`config.mk`:
```
export PLATFORM = sky130hd
export DESIGN_NAME = lsu_control
export DESIGN_NICKNAME = d
export VERILOG_FILES = /design/src/rtl/lsu_control.sv
export SDC_FILE = /design/constraint.sdc
export NUM_CORES = 1
export LEC_CHECK = 0
export CAP_MARGIN = 30
export CORE_MARGIN = 4
export CORE_UTILIZATION = 48
export CTS_CLUSTER_SIZE = 10
export DETAILED_ROUTE_END_ITERATION = 10
export GPL_TIMING_DRIVEN = 0
export PLACE_DENSITY = 0.87
export SLEW_MARGIN = 20
export SYNTH_ARGS = -nofsm -noshare
export SYNTH_HDL_FRONTEND = slang
export SYNTH_SLANG_ARGS = --single-unit
```
`constraint.sdc`:
```
create_clock -name i_clk -period 3.1 [get_ports i_clk]
set_input_delay 0.62 -clock i_clk [delete_from_list [all_inputs] [get_ports i_clk]]
set_output_delay 0.62 -clock i_clk [all_outputs]
set_load 0.02 [all_outputs]
```
`src/rtl/lsu_control.sv`:
```
// Memory-access stage between execute and write-back: issues single-beat
// data-bus requests, builds store byte lanes and sign/zero-extends load data.
module lsu_control #(
  parameter int XLEN = 32
) (
  input  logic            i_clk,
  input  logic            i_rst,
  input  logic            i_valid,
  output logic            o_ready,
  input  logic            i_mem_ren,
  input  logic            i_mem_wen,
  input  logic [2:0]      i_funct3,
  input  logic [XLEN-1:0] i_addr,
  input  logic [XLEN-1:0] i_wdata,
  input  logic            i_reg_wena,
  output logic            o_req,
  output logic            o_we,
  output logic [XLEN-1:0] o_addr,
  output logic [XLEN-1:0] o_wdata,
  output logic [3:0]      o_wstrb,
  input  logic            i_gnt,
  input  logic            i_rsp_valid,
  input  logic [XLEN-1:0] i_rsp_data,
  input  logic            i_rsp_err,
  output logic            o_valid,
  input  logic            i_ready,
  output logic [XLEN-1:0] o_result,
  output logic            o_reg_wena,
  output logic            o_err
);

  typedef enum logic [1:0] {
    ST_IDLE = 2'd0,
    ST_REQ  = 2'd1,
    ST_WAIT = 2'd2,
    ST_DONE = 2'd3
  } state_t;

  state_t          state_r;
  logic [1:0]      size_r;
  logic            zext_r;
  logic [1:0]      offset_r;
  logic            is_store_r;
  logic            reg_wena_r;

  logic            is_mem_s;
  logic            misaligned_s;
  logic [3:0]      wstrb_s;
  logic [XLEN-1:0] wdata_s;
  logic            rsp_take_s;
  logic [XLEN-1:0] rsp_result_s;
  logic            rsp_err_s;
  logic            rsp_wena_s;

  // Picks the addressed byte/halfword out of a full read word and extends it.
  function automatic logic [XLEN-1:0] format_load(
    input logic [XLEN-1:0] data,
    input logic [1:0]      size,
    input logic            zext,
    input logic [1:0]      offset
  );
    logic [7:0]  byte_v;
    logic [15:0] half_v;
    byte_v = data[{offset, 3'b000} +: 8];
    half_v = data[{offset[1], 4'b0000} +: 16];
    case (size)
      2'b00:   format_load = {{(XLEN-8){~zext & byte_v[7]}}, byte_v};
      2'b01:   format_load = {{(XLEN-16){~zext & half_v[15]}}, half_v};
      default: format_load = data;
    endcase
  endfunction

  assign o_ready = (state_r == ST_IDLE);

  // Decode access size, alignment and store byte lanes of the offered instruction.
  always_comb begin
    is_mem_s     = i_mem_ren | i_mem_wen;
    misaligned_s = 1'b0;
    wstrb_s      = 4'b0000;
    wdata_s      = i_wdata;
    case (i_funct3[1:0])
      2'b00: begin
        misaligned_s = 1'b0;
        wstrb_s      = 4'b0001 << i_addr[1:0];
        wdata_s      = {4{i_wdata[7:0]}};
      end
      2'b01: begin
        misaligned_s = i_addr[0];
        wstrb_s      = 4'b0011 << i_addr[1:0];
        wdata_s      = {2{i_wdata[15:0]}};
      end
      default: begin
        misaligned_s = |i_addr[1:0];
        wstrb_s      = 4'b1111;
        wdata_s      = i_wdata;
      end
    endcase
  end

  // A response is consumed in WAIT, or in REQ when it coincides with the grant.
  always_comb begin
    rsp_take_s   = 1'b0;
    rsp_result_s = {XLEN{1'b0}};
    rsp_err_s    = 1'b0;
    rsp_wena_s   = 1'b0;
    if (state_r == ST_REQ) begin
      rsp_take_s = i_gnt & i_rsp_valid;
    end else if (state_r == ST_WAIT) begin
      rsp_take_s = i_rsp_valid;
    end else begin
      rsp_take_s = 1'b0;
    end
    if (i_rsp_err) begin
      rsp_result_s = {XLEN{1'b0}};
      rsp_err_s    = 1'b1;
      rsp_wena_s   = 1'b0;
    end else if (is_store_r) begin
      rsp_result_s = {XLEN{1'b0}};
      rsp_err_s    = 1'b0;
      rsp_wena_s   = 1'b0;
    end else begin
      rsp_result_s = format_load(i_rsp_data, size_r, zext_r, offset_r);
      rsp_err_s    = 1'b0;
      rsp_wena_s   = reg_wena_r;
    end
  end

  // Stage FSM with registered bus-request and write-back outputs.
  always_ff @(posedge i_clk) begin
    if (i_rst) begin
      state_r    <= ST_IDLE;
      size_r     <= 2'b00;
      zext_r     <= 1'b0;
      offset_r   <= 2'b00;
      is_store_r <= 1'b0;
      reg_wena_r <= 1'b0;
      o_req      <= 1'b0;
      o_we       <= 1'b0;
      o_addr     <= {XLEN{1'b0}};
      o_wdata    <= {XLEN{1'b0}};
      o_wstrb    <= 4'b0000;
      o_valid    <= 1'b0;
      o_result   <= {XLEN{1'b0}};
      o_reg_wena <= 1'b0;
      o_err      <= 1'b0;
    end else begin
      case (state_r)
        ST_IDLE: begin
          if (i_valid) begin
            size_r     <= i_funct3[1:0];
            zext_r     <= i_funct3[2];
            offset_r   <= i_addr[1:0];
            is_store_r <= i_mem_wen;
            reg_wena_r <= i_reg_wena;
            if (!is_mem_s) begin
              state_r    <= ST_DONE;
              o_valid    <= 1'b1;
              o_result   <= i_addr;
              o_reg_wena <= i_reg_wena;
              o_err      <= 1'b0;
            end else if (misaligned_s) begin
              state_r    <= ST_DONE;
              o_valid    <= 1'b1;
              o_result   <= {XLEN{1'b0}};
              o_reg_wena <= 1'b0;
              o_err      <= 1'b1;
            end else begin
              // Both enables set is an illegal encoding and behaves as a store.
              state_r <= ST_REQ;
              o_req   <= 1'b1;
              o_we    <= i_mem_wen;
              o_addr  <= {i_addr[XLEN-1:2], 2'b00};
              o_wdata <= i_mem_wen ? wdata_s : {XLEN{1'b0}};
              o_wstrb <= i_mem_wen ? wstrb_s : 4'b0000;
            end
          end
        end
        ST_REQ: begin
          if (i_gnt) begin
            o_req   <= 1'b0;
            state_r <= i_rsp_valid ? ST_DONE : ST_WAIT;
          end
        end
        ST_WAIT: begin
          if (i_rsp_valid) begin
            state_r <= ST_DONE;
          end
        end
        ST_DONE: begin
          if (i_ready) begin
            state_r <= ST_IDLE;
            o_valid <= 1'b0;
          end
        end
        default: begin
          state_r <= ST_IDLE;
          o_req   <= 1'b0;
          o_valid <= 1'b0;
        end
      endcase
      if (rsp_take_s) begin
        o_valid    <= 1'b1;
        o_result   <= rsp_result_s;
        o_err      <= rsp_err_s;
        o_reg_wena <= rsp_wena_s;
      end
    end
  end

endmodule

```
Yosys cells after proc, flatten, opt, wreduce, memory -nomap -nowiden
Cells that the tools add are included.
Word-level totals
  bits in registers: 112
  bits of input ports: 109
  output and inout port bits: 106
  word-level logic and storage cells: 100
Operators by class
  equality and inequality tests: 15
  shift operators: 4
  multiplexer cells: 46
  bitwise logic cells: 6
  reduce and logical (&&, ||, !) cells: 14
Operator list (number)
  32-bit 2-to-1 mux: 8
  32-bit case mux with 2 select lines: 2
  32-bit by 6-bit variable part select with 16-bit output: 1
  32-bit by 6-bit variable part select with 8-bit output: 1
  1-bit 2-to-1 mux: 24
  2-bit 2-to-1 mux: 6
  4-bit AND reduction: 3
  2-bit inequality test (second input constant): 5
  2-bit case mux with 4 select lines: 1
  4-bit case mux with 2 select lines: 1
  2-bit by 1-bit equality test with 1-bit output (second input constant): 3
  2-bit logical NOT: 3
  1-bit case mux with 2 select lines: 3
  2-bit nonzero test: 3
  5-bit AND reduction: 1
  2-bit equality test (second input constant): 2
  4-bit 2-to-1 mux: 1
  4-bit by 2-bit inequality test with 1-bit output (second input constant): 1
  1-bit by 2-bit << shifter with 4-bit output (first input constant): 1
  2-bit by 2-bit << shifter with 4-bit output (first input constant): 1
  1-bit AND: 3
  3-bit by 1-bit inequality test with 1-bit output (second input constant): 1
  3-bit by 2-bit inequality test with 1-bit output (second input constant): 1
  3-bit inequality test (second input constant): 1
  7 further kinds: 8

Longest topological paths before layout
  word-level depth: 7
  depth in mapped cells: 10
  depth with buffers taken out: 6

Worst setup path after synthesis
No wires, ideal clock.
  path type: flip-flop to flip-flop
  start point: register state_r[0]
  end point: register o_wdata[7]
  library setup time: 0.128 ns
  arrival: 1.918 ns
  data required time: 2.972 ns
  setup slack: 1.054 ns
  stages on the path, launching flop included: 11
  buffers on the path: 4
  clock period less this slack: 2.046 ns
  cells stage by stage: dfxtp_1 -> inv_1 -> ha_1 -> buf_2 -> and2_1 -> clkbuf_1 -> nand3_1 -> buf_2 -> buf_2 -> a22oi_1 -> nor2_1
On the way
  longest elaborated chain between the ends: 2
Ends and longest elaborated chain
  start, declared: line 39  | state_t state_r;
  start signal, assigned: line 181  | state_r <= i_rsp_valid ? ST_DONE : ST_WAIT;
  2-bit logical NOT
  via o_ready: line 9  | output logic o_ready,
  4-bit AND reduction (no source line)
  end signal, assigned: line 140  | o_wdata <= {XLEN{1'b0}};
  end signal, assigned: line 173  | o_wdata <= i_mem_wen ? wdata_s : {XLEN{1'b0}};
  end, declared: line 19  | output logic [XLEN-1:0] o_wdata,
The timed path passes the listed nets, and every way through them passes these cells.
A chain may end at the register's enable or synchronous reset.

Worst setup path after layout
  start point: register state_r[0]
  end point: register o_addr[18]
On the way
  longest elaborated chain between the ends: 2
Ends and longest elaborated chain
  2-bit logical NOT: line 147  | case (state_r)
  4-bit AND reduction (no source line)
  end signal, assigned: line 139  | o_addr <= {XLEN{1'b0}};
  end signal, assigned: line 172  | o_addr <= {i_addr[XLEN-1:2], 2'b00};
  end, declared: line 18  | output logic [XLEN-1:0] o_addr,
Every way passes these cells.

==> results.ini <==
[timing]
finalCritPeriodShare = 0.870
rsz0062_at_grt = no
clock.fmax_mhz = 371
period_minus_slack_ps = 2700
finalClockSkew_ps = 10.2
slew-limit-headroom = 0.295
hold_violations = 0
setup_tns_ps = 0
setup_viol = 0
tightest_slew_ps = 1050
maxSlewViolCount = 0

[synth]
synth_compound_area_frac = 0.259
synth_seq_area_share = 0.408
netlist.area_leader.share = 0.408
synthAdderAreaFrac = 0.00911
synth_area_mm2 = 0.00550
ys_ff_latch = 112
yosys_warnings = 0
async_flop_share = 0
yosys-top-cells-area = dfxtp_1, nand2_1, mux2i_1
synthSimpleGateAreaFrac = 0.177
yosysUniqueCellTypes = 53
avgSynthCellArea_um2 = 8.39
synthMuxAreaShare = 0.0852
netlist_instances = 655
synth_edf_count = 0
synth_area_leader_cell = dfxtp_1
synthXorXnorAreaFrac = 0.00159
synthFlopType = dfxtp_1
synth_top_family_by_area = compound AO/OA/AOI/OAI gates

[routing]
routedWlPerCell_um = 21.7
ant_nets = 0
drtIter0Drc = 551
drt-pass1-iter-count = 5
drt-total-wl_mm = 22.1
vias = 6216
drc = 0
vias_per_cell = 6.09

[worst_setup_path]
crit_buf_inv = 3
slowest_delay_ps = 880
crit_path_cell_trace = inv_1, ha_1, buf_2, nand2_2, nor3_1, clkbuf_1, nand2_1, a21oi_1
endpoint_kind = register
reg2reg_slack_ps = 400
crit_arrival_ps = 2980
cp_top_family = simple AND/OR/NAND/NOR gates
setup.worst_path.end = o_addr[18]$_SDFFE_PP0P_
cp_slowest_cell = nor3_1
crit_path_start = state_r[0]$_SDFFE_PP0P_
cp.depth = 8
reg2reg_from = state_r[0]$_SDFFE_PP0P_
worstSetupPathType = reg2reg
rr_endpoint = o_addr[18]$_SDFFE_PP0P_
critical_path_required_ps = 3380
reg2regPathDepth = 8
cp-start-kind = register
crit_path_max_fanout = 10

[run]
maxCapViolCount = 0

[clock_tree]
cts_resized = 0
postCtsHoldBufs = 0
clk_pin_slew_ps = 80
cts_root_buffer = clkbuf_16
clkLatencyLatePin_ps = 360
clk_path_buf_depth = 2
cts_setup_buffers = 0
cts_tree = yes
cts_inserted_buffers = 9
cts.sinks = 112
cts_htree_levels = 3

[place]
dp.cells = 1004
gp_routability_congestion = 0.992
hpwl_mm = 17.2
io_buffers = 208

[power]
p_per_area_mw_per_mm2 = 676
vdd_ir_drop_max_mv = 0.355
p_leak_uw = 0.00283

[global_routing]
use_met2 = 0.564
grt-ovfl-total = 0
grt_pass1_vias = 6214
grt-busiest-layer = met2
antenna_found_initial = 0
grt_use_total = 0.326
met3_usage = 0.0916
met1_usage = 0.397
grt_max_degree = 22
grt_pass1_wl_mm = 33.7

[cells_and_area]
nets = 988
area_delta_synth_final_pct = 47.0
drive_above_1_share = 0.0841
layout_commonest_cell = clkdlybuf4s50_1
final-instance-count-excl-fill = 1020
fin_util = 0.732
layout_common_cells = clkdlybuf4s50_1, dfxtp_1, nand2_1
num_antenna_cells = 0

[hold_path]
holdCritPathClass = reg2reg

[die]
core_area_mm2 = 0.0110
std_cell_rows = 38
die_w_um = 115
start_util = 0.498
die_h_um = 115
ios = 215
dieArea_mm2 = 0.0132

[outcome]
status = complete, no violations

==> sequential cells by signal (all words and copies together), names as in the netlist <==
register    flops
offset_r        2
is_store_r      1
o_result       32
o_wstrb         4
o_valid         1
state_r         2
reg_wena_r      1
zext_r          1
o_we            1
o_req           1
size_r          2
o_reg_wena      1
o_wdata        32
o_addr         30
o_err           1
==> routing by layer <==
layer / part of all wire / vias up
met3: 0.11 / 50
met1: 0.38 / 2969
met5: 0 / -
li1: - / 2826
met2: 0.48 / 371
met4: 0.024 / 0
==> through the flow <==
stage	instance area, um^2	setup WS [ps]	power (uW)	hold slack [ps]
2_1_floorplan	5500	1050	3230	437
3_3_place_gp	7760	169	4110	441
3_5_place_dp	7760	162	4190	449
4_1_cts	8080	511	5440	459
5_1_grt	8080	277	5730	489
6_report	8080	404	5460	458
==> worst min path at each step <==
stage | from | to | slack (ps) | depth (start not counted)
global placement | o_addr[5]$_SDFFE_PP0P_ | o_addr[5]$_SDFFE_PP0P_ | 440 | 2
detailed placement | o_addr[3]$_SDFFE_PP0P_ | o_addr[3]$_SDFFE_PP0P_ | 450 | 2
CTS | o_addr[3]$_SDFFE_PP0P_ | o_addr[3]$_SDFFE_PP0P_ | 460 | 2
global route | o_addr[6]$_SDFFE_PP0P_ | o_addr[6]$_SDFFE_PP0P_ | 490 | 2
finish | o_addr[3]$_SDFFE_PP0P_ | o_addr[3]$_SDFFE_PP0P_ | 460 | 2
floorplan | reg_wena_r$_SDFFE_PP0P_ | reg_wena_r$_SDFFE_PP0P_ | 440 | 2
==> layout make-up <==
class | instances | area (um^2)
plain buffers | 63 | 307
inverters | 5 | 18.8
well taps | 140 | 175
repair buffers | 208 | 2080
clock inverters | 7 | 96.3
fillers | 845 | 2950
multi-input cells | 476 | 2930
flip-flops and latches | 112 | 2240
clock buffers | 9 | 225
==> worst reg2reg max path: stages, from the launching register on <==
cell and delay (ps):
dfxtp_1 350, inv_1 120, ha_1 180, buf_2 210, nand2_2 150, nor3_1 880, clkbuf_1 410, nand2_1 160
a21oi_1 160
==> power by group <==
part	internal [uW]	switching, uW	total (uW)
clock	654	610	1260
sequential	1680	155	1830
combinational	1020	1350	2360
total	3350	2110	5460
==> synthesized netlist by cell type (all sizes together), types with 5 or more instances <==
master,count
a21oi,49
nand2b,5
mux2i,25
nor2,42
a311oi,18
a32oi,17
clkbuf,32
dfxtp,112
inv,5
o221ai,7
nor3,43
mux2,17
nand2,112
buf,31
a22oi,34
o21ai,36
a211oi,20
a21o,16
==> kinds of logic after synthesis <==
| family | Yosys count |
|---|---|
| xor+xnor | 1 |
| fa+ha+maj | 4 |
| mux | 43 |
| simple gates | 220 |
| flops | 112 |
| other cells | 1 |
| compound gates | 206 |
| buf+inv | 68 |
Note: power is estimated with default switching activity, not from simulation.
